`src/rtl/ysyx_22050078_ifid_buf.sv`:
```
// Fetch-to-decode 2-entry skid buffer; pc/inst pushed at edge N appear on o_* in cycle N+1.
// Backpressure: o_ready comes only from registered occupancy, never from i_ready.
// Flush empties the buffer and discards a same-cycle push.
module ysyx_22050078_ifid_buf #(
  parameter int CPU_WIDTH  = 64,
  parameter int INST_WIDTH = 32
) (
  input  logic                  clk,
  input  logic                  rst,
  input  logic                  i_valid,
  output logic                  o_ready,
  input  logic [CPU_WIDTH-1:0]  i_pc,
  input  logic [INST_WIDTH-1:0] i_inst,
  input  logic                  i_flush,
  output logic                  o_valid,
  input  logic                  i_ready,
  output logic [CPU_WIDTH-1:0]  o_pc,
  output logic [INST_WIDTH-1:0] o_inst,
  output logic [1:0]            o_count
);

  typedef struct packed {
    logic [CPU_WIDTH-1:0]  pc;
    logic [INST_WIDTH-1:0] inst;
  } entry_t;

  typedef enum logic [1:0] {
    EMPTY = 2'd0,
    ONE   = 2'd1,
    FULL  = 2'd2
  } state_e;

  state_e state_q, state_d;
  entry_t head_q, head_d;
  entry_t tail_q, tail_d;
  entry_t in_ent;
  logic   push, pop;

  always_ff @(posedge clk) begin
    if (rst) begin
      state_q <= EMPTY;
      head_q  <= '0;
      tail_q  <= '0;
    end else begin
      state_q <= state_d;
      head_q  <= head_d;
      tail_q  <= tail_d;
    end
  end

  // Head always holds the oldest entry, so the output side never needs a mux.
  always_comb begin
    in_ent  = {i_pc, i_inst};
    state_d = state_q;
    head_d  = head_q;
    tail_d  = tail_q;
    if (i_flush) begin
      state_d = EMPTY;
    end else begin
      case (state_q)
        EMPTY: begin
          if (push) begin
            state_d = ONE;
            head_d  = in_ent;
          end
        end
        ONE: begin
          case ({push, pop})
            2'b10: begin
              state_d = FULL;
              tail_d  = in_ent;
            end
            2'b01: state_d = EMPTY;
            2'b11: head_d = in_ent;
            default: ;
          endcase
        end
        FULL: begin
          if (pop) begin
            state_d = ONE;
            head_d  = tail_q;
          end
        end
        default: state_d = EMPTY;
      endcase
    end
  end

  always_comb begin
    o_ready = !rst && (state_q != FULL);
    o_valid = (state_q != EMPTY);
    o_count = state_q;
    o_pc    = head_q.pc;
    o_inst  = head_q.inst;
    push    = i_valid && o_ready;
    pop     = o_valid && i_ready;
  end

endmodule
```
`config.mk`:
```
export PLATFORM = sky130hd
export DESIGN_NAME = ysyx_22050078_ifid_buf
export DESIGN_NICKNAME = d
export VERILOG_FILES = /design/src/rtl/ysyx_22050078_ifid_buf.sv
export SDC_FILE = /design/constraint.sdc
export NUM_CORES = 1
export LEC_CHECK = 0
export ABC_AREA = 1
export CORE_AREA = 5 5 177 179
export CTS_CLUSTER_SIZE = 8
export DETAILED_ROUTE_END_ITERATION = 10
export DIE_AREA = 0 0 182 184
export PLACE_DENSITY = 0.62
export REMOVE_ABC_BUFFERS = 1
export SLEW_MARGIN = 20
export SYNTH_ARGS = -nofsm -noshare
export SYNTH_HDL_FRONTEND = slang
export SYNTH_SLANG_ARGS = --single-unit
export TNS_END_PERCENT = 30
```
`constraint.sdc`:
```
create_clock -name clk -period 1.68 [get_ports clk]
set_input_delay 0.42 -clock clk [delete_from_list [all_inputs] [get_ports clk]]
set_output_delay 0.42 -clock clk [all_outputs]
set_load 0.03 [all_outputs]
```
After elaboration in Yosys (flattened, before gate mapping). Index checks and enable logic that the tools add are counted.

$add $sub $neg: 0. Multiply operators: 0. Divide/modulo/power cells: 0. $lt $le $gt $ge: 0. Eq/ne operators: 10. Shift operators: 0. Mux-type cells: 8. Bitwise gates (word level): 1. Reduce and logical (&&, ||, !) cells: 11.

Operator list (count): $mux W96 (3); $pmux W96 S3 (1); $eq A2 B2 Y1 const B (3); $ne A2 B2 Y1 const B (3); $pmux W2 S3 (1); $reduce_and A3 Y1 (2); $reduce_and A5 Y1 (1); $eq A2 B1 Y1 const B (2); $mux W2 (2); $pmux W2 S2 (1); $logic_and A1 B1 Y1 (3); $ne A3 B2 Y1 const B (1); $reduce_bool A3 Y1 (1); $logic_not A2 Y1 (1); $ne A2 B1 Y1 const B (1); $reduce_bool A2 Y1 (1); $reduce_or A2 Y1 (1); $logic_not A1 Y1 (1); $not A1 Y1 (1).

Register bits after elaboration: 194. Latch bits: 0. Memory bits (writable): 0. Bits in read-only memories: 0. Input bits: 101. Output and inout bits: 100. Memories: 0.

Logic depth before layout (Yosys ltp). Gate-level depths: netlist of run 1.

Word-level depth: 6. Mapped depth: 10. Gate-level depth less buffers: 8.

Worst setup path before layout of run 1. No wires, ideal clock.

Path kind: reg2reg. Start point: register state_q[0], in the netlist o_count[0]. End point: register head_q (netlist bit o_pc[33]). Library setup time: 115 ps. Arrival time: 1478 ps. Data required time: 1565 ps. Setup slack: 86 ps. Cell stages (with the launch flop): 10. Path buffers: 2. Clock period less this slack: 1594 ps. Cells stage by stage: dfxtp_1 -> inv_2 -> nand2_2 -> nand3_2 -> a21oi_2 -> buf_4 -> buf_4 -> nand3_1 -> nand2_1 -> nor2_1.

Cells in the longest elaborated chain, start to end: 6. Elaborated cells on any way between the ends: 15. Those cells by class: eq/ne (7); mux (1); reduce/logical (7).

Ends and longest elaborated chain: start, declared (RTL line 33) `state_e state_q, state_d;`; start signal, assigned (RTL line 45) `state_q <= state_d;`; $ne A2 B2 Y1 (RTL line 90) `o_ready = !rst && (state_q != FULL);`; $logic_and A1 B1 Y1 (RTL line 90); $logic_and A1 B1 Y1 (RTL line 95) `push = i_valid && o_ready;`; $eq A2 B2 Y1 (RTL line 68) `case ({push, pop})`; $ne A2 B1 Y1 (no source line); $reduce_and A5 Y1 (no source line); end signal, assigned (RTL line 42) `head_q <= '0;`; end signal, assigned (RTL line 46) `head_q <= head_d;`; end, declared (RTL line 34) `entry_t head_q, head_d;`.

Several ways; a longest one is shown, not always the timed one. A chain may end at the register's enable or synchronous reset.

Final worst setup path of run 1.
Start point: register head_q (netlist bit o_inst[8]). End point: output o_inst[8].

RTL lines: end, declared (RTL line 18) `output logic [INST_WIDTH-1:0] o_inst,`.

No word-level cell between the ends.

==> flow_metrics.env, run 1 <==
export IMPL_io_pins=201
export IMPL_status="finished, final reports clean"
export IMPL_grt_use_total=0.134
export IMPL_fin_area_mm2=0.0121
export IMPL_endpoint="o_inst[8]"
export IMPL_die_area_mm2=0.0335
export IMPL_post_route_min_period_ns=1.64
export IMPL_die_h_um=184
export IMPL_core_area_mm2=0.0294
export IMPL_grt_pass1_vias=7390
export IMPL_finalCritPeriodShare=0.974
export IMPL_dp_hpwl_um=15800
export IMPL_grt_start_max_net_pins=99
export IMPL_hold_path_class="in -> reg"
export IMPL_crit_arrival_ns=1.22
export IMPL_viasPerCell=4.53
export IMPL_leakagePower_nw=5.51
export IMPL_chipWidth_um=182
export IMPL_fin_nets=1573
export IMPL_drc_errors=0
export IMPL_routabilityCongestion=0.745
export IMPL_synth_top_area_cell="dfxtp_1"
export IMPL_hold_viol=0
export IMPL_area_growth_pct=38.1
export IMPL_clkPwrFrac=0.373
export IMPL_synth_most_common_cell="nand2_1"
export IMPL_path_class="reg -> out"
export IMPL_yosys_cell_types_count=20
export IMPL_cp_depth=1
export IMPL_maxCapViolCount=0
export IMPL_post_layout_nonfiller_instances=1874
export IMPL_ys_warn_count=0
export IMPL_power_density_mw_per_mm2=880
export IMPL_clkSinkCount=194
export IMPL_initialDrtViolationCount=631
export IMPL_fin_skew_ns=0.0119
export IMPL_crit_start="o_inst[8]"
export IMPL_fin_util=0.412
export IMPL_fin_total_pwr_mw=10.7
export IMPL_r2r_cells=9
export IMPL_peakVddDrop_mv=0.549
export IMPL_layout_drive_gt1_share=0.0782
export IMPL_antenna_found_initial=0
export IMPL_numCtsBuffers=17
export IMPL_p_sw_mw=3.11
export IMPL_fin_hold_ws_ns=0.238
export IMPL_cts_tree="done"
export IMPL_setup_violations=0
export IMPL_r2r_start="o_count[1]"
export IMPL_num_rows=63
export IMPL_syn_inst=1291
export IMPL_crit_path_max_incr_delay_ns=0.46
export IMPL_cp_end_kind="primary output"
export IMPL_clk_latency_ns=0.42
export IMPL_slew_headroom=0.728
export IMPL_clockBufferDepth=2
export IMPL_synth_cell_area_mm2=0.00877
export IMPL_n_fill_cell=3020
export IMPL_yosys_top_cells_area="dfxtp_1, a21oi_1, nand2_1"
export IMPL_postPlaceCellArea_mm2=0.0114
export IMPL_overflow=0
export IMPL_r2r_setup_slack_ns=0.09
export IMPL_crit_path_top_delay_cell="dlygate4sd2_1"
export IMPL_cpLargestDelayFamily="buffers and inverters"
export IMPL_yosysSeqAreaShare=0.443
export IMPL_maxSlewViolCount=0
export IMPL_grt_pass1_wl_um=37900
export IMPL_synth_seq_cells=194
export IMPL_intPower_mw=7.55
export IMPL_yosys_top_cells_count="nand2_1, inv_1, a21oi_1, dfxtp_1, o21ai_0"
export IMPL_power_frac_seq=0.458
export IMPL_tightest_slew_ns=0.408
export IMPL_vias=8487
export IMPL_placedCellCount=1835
export IMPL_path_cells="dlygate4sd2_1"
export IMPL_synth_top_area_share=0.443
export IMPL_wirelength_um=24200
export IMPL_cts_reportedPaths_clkPinSlew_ns=0.08
export IMPL_synth_avg_cell_area_um2=6.79
export IMPL_cp_num_buf_inv=1
export IMPL_antenna_left=0
export IMPL_diodes=0
export IMPL_firstDrtPassIters=4
export IMPL_reg2reg_to="o_pc[53]"
export IMPL_wire_per_inst_um=12.9
export IMPL_io_buffers=200
export IMPL_fmax_mhz=611
export IMPL_htree_levels=4
export IMPL_rsz0062_at_grt="true"
export IMPL_power_frac_comb=0.169
export IMPL_synth_edf_count=0
export IMPL_start_kind="flop"
export IMPL_critPathMaxFanout=2
export IMPL_cp_data_required_time_ns=1.26
export IMPL_initial_utilization=0.298
export IMPL_p_sw_frac=0.291
export IMPL_synthFlopType="dfxtp_1"
export IMPL_root_buffer="clkbuf_16"
export IMPL_synth_async_reset_ratio=0
[how the worst min path moves through the flow]
| stage | startpoint | endpoint | slack (ns) | depth (start not counted) |
|---|---|---|---|---|
| after global routing | i_ready | o_count[1] | 0.24 | 2 |
| after CTS | tail_q[23] | tail_q[23] | 0.45 | 2 |
| final | i_ready | o_count[1] | 0.24 | 2 |
| after global placement | tail_q[92] | tail_q[92] | 0.43 | 2 |
| after floorplan | tail_q[0] | tail_q[0] | 0.43 | 2 |
| after detailed placement | tail_q[23] | tail_q[23] | 0.44 | 2 |
[routing by layer]
metal / track usage / vias to the layer above / wire [µm]
met5: 0 / - / 0
li1: - / 4471 / -
met4: 0.0327 / 0 / 338
met1: 0.185 / 3785 / 11600
met3: 0.0323 / 19 / 1350
met2: 0.213 / 212 / 11000
[through the flow]
stage	setup slack [ns]	setup TNS [ns]
2_1_floorplan	-5.17	-856.74
3_3_place_gp	-0.350	-54.39
3_5_place_dp	-0.369	-59.02
4_1_cts	-0.0617	-0.0617
5_1_grt	-0.0135	-0.0289
6_report	0.0435	0
[state kept, by name (all words and copies together), names as in the netlist]
register and count:
o_pc 64, o_count 2, tail_q 96, o_inst 32
[cells in the final DEF (no fill, tap or decap), drive strengths merged, types with 12 or more instances in the layout]
cell type      Yosys  final
a21oi            195    195
clkdlybuf4s15      0     12
buf               73     65
clkdlybuf4s50      0     98
dlygate4sd2        0     85
o21ai            192    192
nor2              99     99
nand2            206    206
nand3             97     97
dfxtp            194    194
clkbuf            32     23
inv              200    207
[power groups by stage]
stage,registers (mW),clock network (mW),logic [mW]
global route,4.91,4.30,1.99
detailed placement,5.00,0,1.88
global placement,5.00,0,1.86
finish,4.88,3.97,1.81
floorplan,5.30,0,0.700
CTS,4.88,4.11,1.77
[layout make-up]
class,instances,area [µm²],share of cell area
Sequential cell,194,3890,0.321
Inverter,200,758,0.0626
Clock buffer,18,439,0.0363
Multi-Input combinational cell,792,3650,0.302
Tap cell,390,488,0.0403
Timing Repair Buffer,267,2760,0.228
Clock inverter,13,120,0.00992
[cells by family (layout without fill, tap and decap cells)]
group                  after synthesis  count (layout)  share of synthesized area
AOI/OAI and AO/OA                  388             388                      0.222
buffers and inverters              305             498                      0.147
DFF                                194             194                      0.443
and+or+nand+nor                    404             404                      0.188
[what timing repair did]
| action | in CTS | in global routing |
|---|---|---|
| buffers inserted | 0 | 4 |
| endpoints found under the setup margin | 104 | 53 |
| gates cloned | 0 | 4 |
| pin swaps | 0 | 1 |
| hold buffers | 0 | 0 |
| gates resized for setup | 108 | 25 |
Power figures use the tool's default switching activity.
==> run 2, diff against run 1 <==
Settings changed: ABC_AREA 1 to unset, CORE_AREA 5 5 177 179 to 5 5 176 178, DIE_AREA 0 0 182 184 to 0 0 181 183, PLACE_DENSITY 0.62 to 0.53.
==> run 2 against run 1 <==
Area after synthesis decreased by 1.3%. Global-route usage increased by 4.1 points. Sequential share of layout area increased by 0.42 points. The flow now finishes with violations (negative setup slack).
==> flow_metrics.env, run 2 <==
export IMPL_synth_xor_area_frac=0
export IMPL_reg2reg_to="o_pc[3]"
export IMPL_grt_pass1_wl_um=47100
export IMPL_cp_end_kind="primary output"
export IMPL_crit_arrival_ns=1.27
export IMPL_setup_violations=1
export IMPL_numCtsBuffers=17
export IMPL_grt_pass1_vias=7827
export IMPL_drc_errors=0
export IMPL_cp_depth=3
export IMPL_cp_data_required_time_ns=1.26
export IMPL_antenna_found_initial=2
export IMPL_tightest_slew_ns=0.699
export IMPL_violations="negative setup slack"
export IMPL_largest_reg_flops=96
export IMPL_critPathMaxFanout=4
export IMPL_crit_path_max_incr_delay_ns=0.37
export IMPL_maxSlewViolCount=0
export IMPL_top_register="tail_q"
export IMPL_min_to="o_count[1]"
export IMPL_clkSinkCount=194
export IMPL_grt_start_max_net_pins=113
export IMPL_crit_path_top_delay_cell="dfxtp_4"
export IMPL_routabilityCongestion=0.749
export IMPL_synth_most_common_cell="dfxtp_1"
export IMPL_synth_async_reset_ratio=0
export IMPL_viasPerCell=5.41
export IMPL_io_buffers=200
export IMPL_holdPathStages=2
export IMPL_antenna_left=0
export IMPL_synth_edf_count=0
export IMPL_die_h_um=183
export IMPL_fin_area_mm2=0.0119
export IMPL_synthSimpleGateAreaFrac=0.0677
export IMPL_finalCritPeriodShare=1.00
export IMPL_post_route_min_period_ns=1.69
export IMPL_io_pins=201
export IMPL_synth_top_area_share=0.449
export IMPL_r2r_cells=5
export IMPL_fin_skew_ns=0.0136
export IMPL_synth_compound_area_frac=0.306
export IMPL_layout_drive_gt1_share=0.129
export IMPL_r2r_setup_slack_ns=0.11
export IMPL_cts_tree="done"
export IMPL_synth_avg_cell_area_um2=9.41
export IMPL_clockBufferDepth=2
export IMPL_yosysSeqAreaShare=0.449
export IMPL_fin_nets=1173
export IMPL_core_area_mm2=0.0292
export IMPL_layout_commonest_cell="dfxtp_1"
export IMPL_slew_headroom=0.534
export IMPL_synth_cell_area_mm2=0.00865
export IMPL_path_class="reg -> out"
export IMPL_synth_top_area_cell="dfxtp_1"
export IMPL_fin_util=0.408
export IMPL_wirelength_um=30500
export IMPL_power_density_mw_per_mm2=870
export IMPL_root_buffer="clkbuf_16"
export IMPL_postPlaceCellArea_mm2=0.0113
export IMPL_yosys_top_cells_area="dfxtp_1, mux2i_1, a311oi_1"
export IMPL_path_cells="buf_6 > or2_4 > buf_6"
export IMPL_diodes=0
export IMPL_yosys_cell_types_count=27
export IMPL_rsz0062_at_grt="true"
export IMPL_area_growth_pct=38.0
export IMPL_ys_warn_count=0
export IMPL_synth_top_family_by_area="compound AO/OA/AOI/OAI gates"
export IMPL_maxCapViolCount=0
export IMPL_synth_fa_ha_area_frac=0
export IMPL_initialDrtViolationCount=631
export IMPL_r2r_start="o_count[1]"
export IMPL_vias=7980
export IMPL_syn_inst=920
export IMPL_setup_slack_ns=-0.00813
export IMPL_initial_utilization=0.296
export IMPL_htree_levels=4
export IMPL_hold_buffers=0
export IMPL_final_cell_mix="dfxtp_1, clkdlybuf4s50_1, mux2i_1, a21oi_1"
export IMPL_crit_top_cell="buf_6"
export IMPL_peakVddDrop_mv=0.575
export IMPL_overflow=0
export IMPL_wire_per_inst_um=20.7
export IMPL_final_setup_tns_ns=-0.00813
export IMPL_clk_latency_ns=0.43
export IMPL_firstDrtPassIters=5
export IMPL_grt_use_total=0.175
export IMPL_num_rows=63
export IMPL_yosys_top_cells_count="dfxtp_1, a21oi_1, mux2i_1"
export IMPL_synth_seq_cells=194
export IMPL_synthFlopType="dfxtp_1"
export IMPL_hold_viol=0
export IMPL_hold_path_class="in -> reg"
export IMPL_cpLargestDelayFamily="flip-flops"
export IMPL_die_area_mm2=0.0331
export IMPL_start_kind="flop"
export IMPL_leakagePower_nw=4.85
export IMPL_fmax_mhz=592
export IMPL_dp_hpwl_um=18500
export IMPL_cts_reportedPaths_clkPinSlew_ns=0.07
export IMPL_cp_num_buf_inv=2
export IMPL_hold_start="i_ready"
export IMPL_status="finished, violations left"
export IMPL_synth_mux_area_frac=0.112
export IMPL_chipWidth_um=181
-- run 2: cell types whose count changed after synthesis, moves of 83 or more --
cell,previous run,this run
a21oi_1,194,97
a311oi_1,0,96
inv_1,198,0
mux2i_1,0,97
nand2_1,205,1
nor2_1,98,2
o21ai_1,83,0
-- run 2: worst max path at each step --
stage                     slack, ns  startpoint   endpoint
final                        -0.008  o_count[1]    o_valid
after detailed placement      -0.43     i_ready    o_pc[3]
after global placement        -0.41     i_ready  o_inst[9]
after floorplan               -6.20  o_count[0]  tail_q[0]
after global routing          -0.05  o_count[0]    o_valid
after CTS                     -0.03  o_count[0]    o_valid
-- run 2: metrics by stage --
stage | instances | setup slack (ns) | hold slack, ns | power (mW)
4_1_cts | 1470 | -0.0344 | 0.476 | 10.5
2_1_floorplan | 790 | -6.20 | 0.447 | 5.64
5_1_grt | 1475 | -0.0516 | 0.376 | 10.8
3_3_place_gp | 1433 | -0.413 | 0.458 | 6.61
3_5_place_dp | 1433 | -0.431 | 0.466 | 6.61
6_report | 1475 | -0.00813 | 0.360 | 10.4
-- run 2: worst reg2reg max path: stages, from the launching register on --
cell	delay (ns)
dfxtp_4	0.37
buf_4	0.15
nor2_4	0.25
a31o_4	0.26
buf_16	0.23
a211oi_1	0.17
-- run 2: power by group --
group          internal, mW  total [mW]  switching [mW]
Sequential             4.73        4.81          0.0829
Combinational         0.679        1.62           0.943
Clock                  1.95        3.96            2.00
-- run 2: layout make-up --
cell class	instances	area [µm²]
Fill cell	2899	17300
Multi-Input combinational cell	596	4310
Sequential cell	194	3890
Timing Repair Buffer	263	2710
Tap cell	390	488
Clock buffer	18	429
Clock inverter	14	124
-- run 2: logic make-up (layout without fill, tap and decap cells) --
kind of cell / Yosys count / count (layout)
mux: 97 / 97
flops: 194 / 194
simple gates: 111 / 111
compound gates: 388 / 388
buf+inv: 130 / 295
-- run 2: what timing repair did --
action | CTS | global route
endpoints found under the setup margin | 96 | 144
pin swaps | 1 | 2
buffers inserted | 5 | 4
gates cloned | 0 | 1
resized for setup | 105 | 18
-- run 2: per-layer routing --
layer,wire length (µm),track usage,vias up
met5,25,0,-
met4,302,0.0363,4
met3,1520,0.0399,21
met2,14500,0.284,194
met1,14200,0.242,3904
li1,-,-,3857
==> run 3, diff against run 2 <==
Settings changed: HOLD_SLACK_MARGIN set to 0.15, SKIP_LAST_GASP set to 1.
==> run 3 against run 2 <==
The flow still finishes with violations (negative setup slack). First-iteration DRC count shrank 0.95%. Fmax shrank 8.8%. Clock power is essentially flat. Critical endpoint is now o_inst[20]. Worst setup slack lost 0.16 ns. Flip-flop and latch count is the same.
==> flow_metrics.env, run 3 (synthesis gave the netlist of run 2 again) <==
export IMPL_power_frac_seq=0.462
export IMPL_fin_area_mm2=0.0121
export IMPL_crit_path_max_incr_delay_ns=0.67
export IMPL_io_buffers=200
export IMPL_core_area_mm2=0.0292
export IMPL_wire_per_inst_um=20.6
export IMPL_initialDrtViolationCount=625
export IMPL_grt_use_total=0.175
export IMPL_violations="negative setup slack"
export IMPL_crit_path_top_delay_cell="clkdlybuf4s50_1"
export IMPL_p_sw_frac=0.291
export IMPL_maxCapViolCount=0
export IMPL_cp_end_kind="primary output"
export IMPL_status="finished, violations left"
export IMPL_cpLargestDelayFamily="buffers and inverters"
export IMPL_post_route_min_period_ns=1.85
export IMPL_num_rows=63
export IMPL_peakVddDrop_mv=0.576
export IMPL_fin_nets=1168
export IMPL_grt_pass1_wl_um=47100
export IMPL_maxSlewViolCount=0
export IMPL_firstDrtPassIters=5
export IMPL_drc_errors=0
export IMPL_crit_arrival_ns=1.43
export IMPL_vias=7930
export IMPL_viasPerCell=5.39
export IMPL_cts_reportedPaths_clkPinSlew_ns=0.08
export IMPL_n_fill_cell=2873
export IMPL_io_pins=201
export IMPL_routabilityCongestion=0.749
export IMPL_slew_headroom=0.535
export IMPL_root_buffer="clkbuf_16"
export IMPL_grt_pass1_vias=7824
export IMPL_die_h_um=183
export IMPL_cts_tree="done"
export IMPL_largest_reg_flops=96
export IMPL_dp_hpwl_um=18500
export IMPL_cp_data_required_time_ns=1.26
export IMPL_leakagePower_nw=5.62
export IMPL_clkPwrFrac=0.381
export IMPL_finalCritPeriodShare=1.10
export IMPL_multi_input_area_mm2=0.00430
export IMPL_grt_start_max_net_pins=113
export IMPL_die_area_mm2=0.0331
export IMPL_diodes=0
export IMPL_critPathMaxFanout=2
export IMPL_hold_buffers=0
export IMPL_power_density_mw_per_mm2=862
export IMPL_intPower_mw=7.39
export IMPL_tightest_slew_ns=0.697
export IMPL_clkSinkCount=194
export IMPL_overflow=0
export IMPL_layout_commonest_cell="dfxtp_1"
export IMPL_antenna_left=0
export IMPL_register_area_mm2=0.00389
export IMPL_wirelength_um=30300
export IMPL_hold_path_class="reg -> reg"
export IMPL_htree_levels=4
export IMPL_path_cells="clkdlybuf4s50_1"
export IMPL_cp_num_buf_inv=1
export IMPL_fin_hold_ws_ns=0.474
export IMPL_postPlaceCellArea_mm2=0.0113
export IMPL_fin_util=0.413
export IMPL_fmax_mhz=540
export IMPL_hold_viol=0
export IMPL_setup_slack_ns=-0.171
export IMPL_numCtsBuffers=17
export IMPL_power_frac_comb=0.158
export IMPL_initial_utilization=0.296
export IMPL_fin_skew_ns=0.0149
export IMPL_chipWidth_um=181
export IMPL_clockBufferDepth=2
export IMPL_start_kind="flop"
export IMPL_antenna_found_initial=2
export IMPL_final_cell_mix="dfxtp_1, clkdlybuf4s50_1, mux2i_1, a21oi_1"
export IMPL_p_sw_mw=3.03
export IMPL_top_register="tail_q"
export IMPL_setup_violations=8
export IMPL_path_class="reg -> out"
export IMPL_clk_latency_ns=0.43
export IMPL_area_growth_pct=39.7
export IMPL_layout_drive_gt1_share=0.122
export IMPL_rsz0062_at_grt="true"
-- run 3: timing repair --
item                       in CTS  in global routing
resized for setup              36                 63
setup buffers                   5                  0
cloned                          0                  0
setup endpoints to repair      96                213
pin swaps                       1                  0
-- run 3: worst paths after layout --
path	from	end	slack, ns	cells past startpoint
hold reg to reg	tail_q[73]	tail_q[73]	0.47	2
hold / removal	tail_q[73]	tail_q[73]	0.47	2
setup / recovery	o_inst[20]	o_inst[20]	-0.17	1
setup reg to reg	o_count[1]	tail_q[52]	0.12	6
-- run 3: cell type report --
cell class	instances	area share
timing repair buffer	258	0.237
clock buffer	18	0.0355
multi-input combinational	596	0.356
tap	390	0.0404
sequential	194	0.322
clock inverter	14	0.0102
-- run 3: metrics by stage --
step | power, mW | setup slack, ns | instances | setup TNS (ns)
final | 10.4 | -0.171 | 1470 | -0.691
after global routing | 10.8 | -0.217 | 1470 | -5.02
after CTS | 10.6 | -0.240 | 1470 | -14.84
after detailed placement | 6.61 | -0.431 | 1433 | -75.63
after global placement | 6.61 | -0.413 | 1433 | -72.19
after floorplan | 5.64 | -6.20 | 790 | -1027.28
-- run 3: routing by layer --
metal / wire length (µm) / GRT usage / vias to the layer above
met5: 25 / 0 / -
met4: 261 / 0.0363 / 4
met3: 1370 / 0.0397 / 19
met2: 14300 / 0.284 / 180
met1: 14300 / 0.242 / 3872
li1: - / - / 3855
-- run 3: power groups by stage --
stage | logic, mW | registers (mW) | clock network, mW
2_1_floorplan | 0.484 | 5.16 | 0
3_3_place_gp | 1.68 | 4.93 | 0
3_5_place_dp | 1.68 | 4.93 | 0
4_1_cts | 1.67 | 4.82 | 4.10
5_1_grt | 1.75 | 4.83 | 4.26
6_report | 1.64 | 4.81 | 3.97
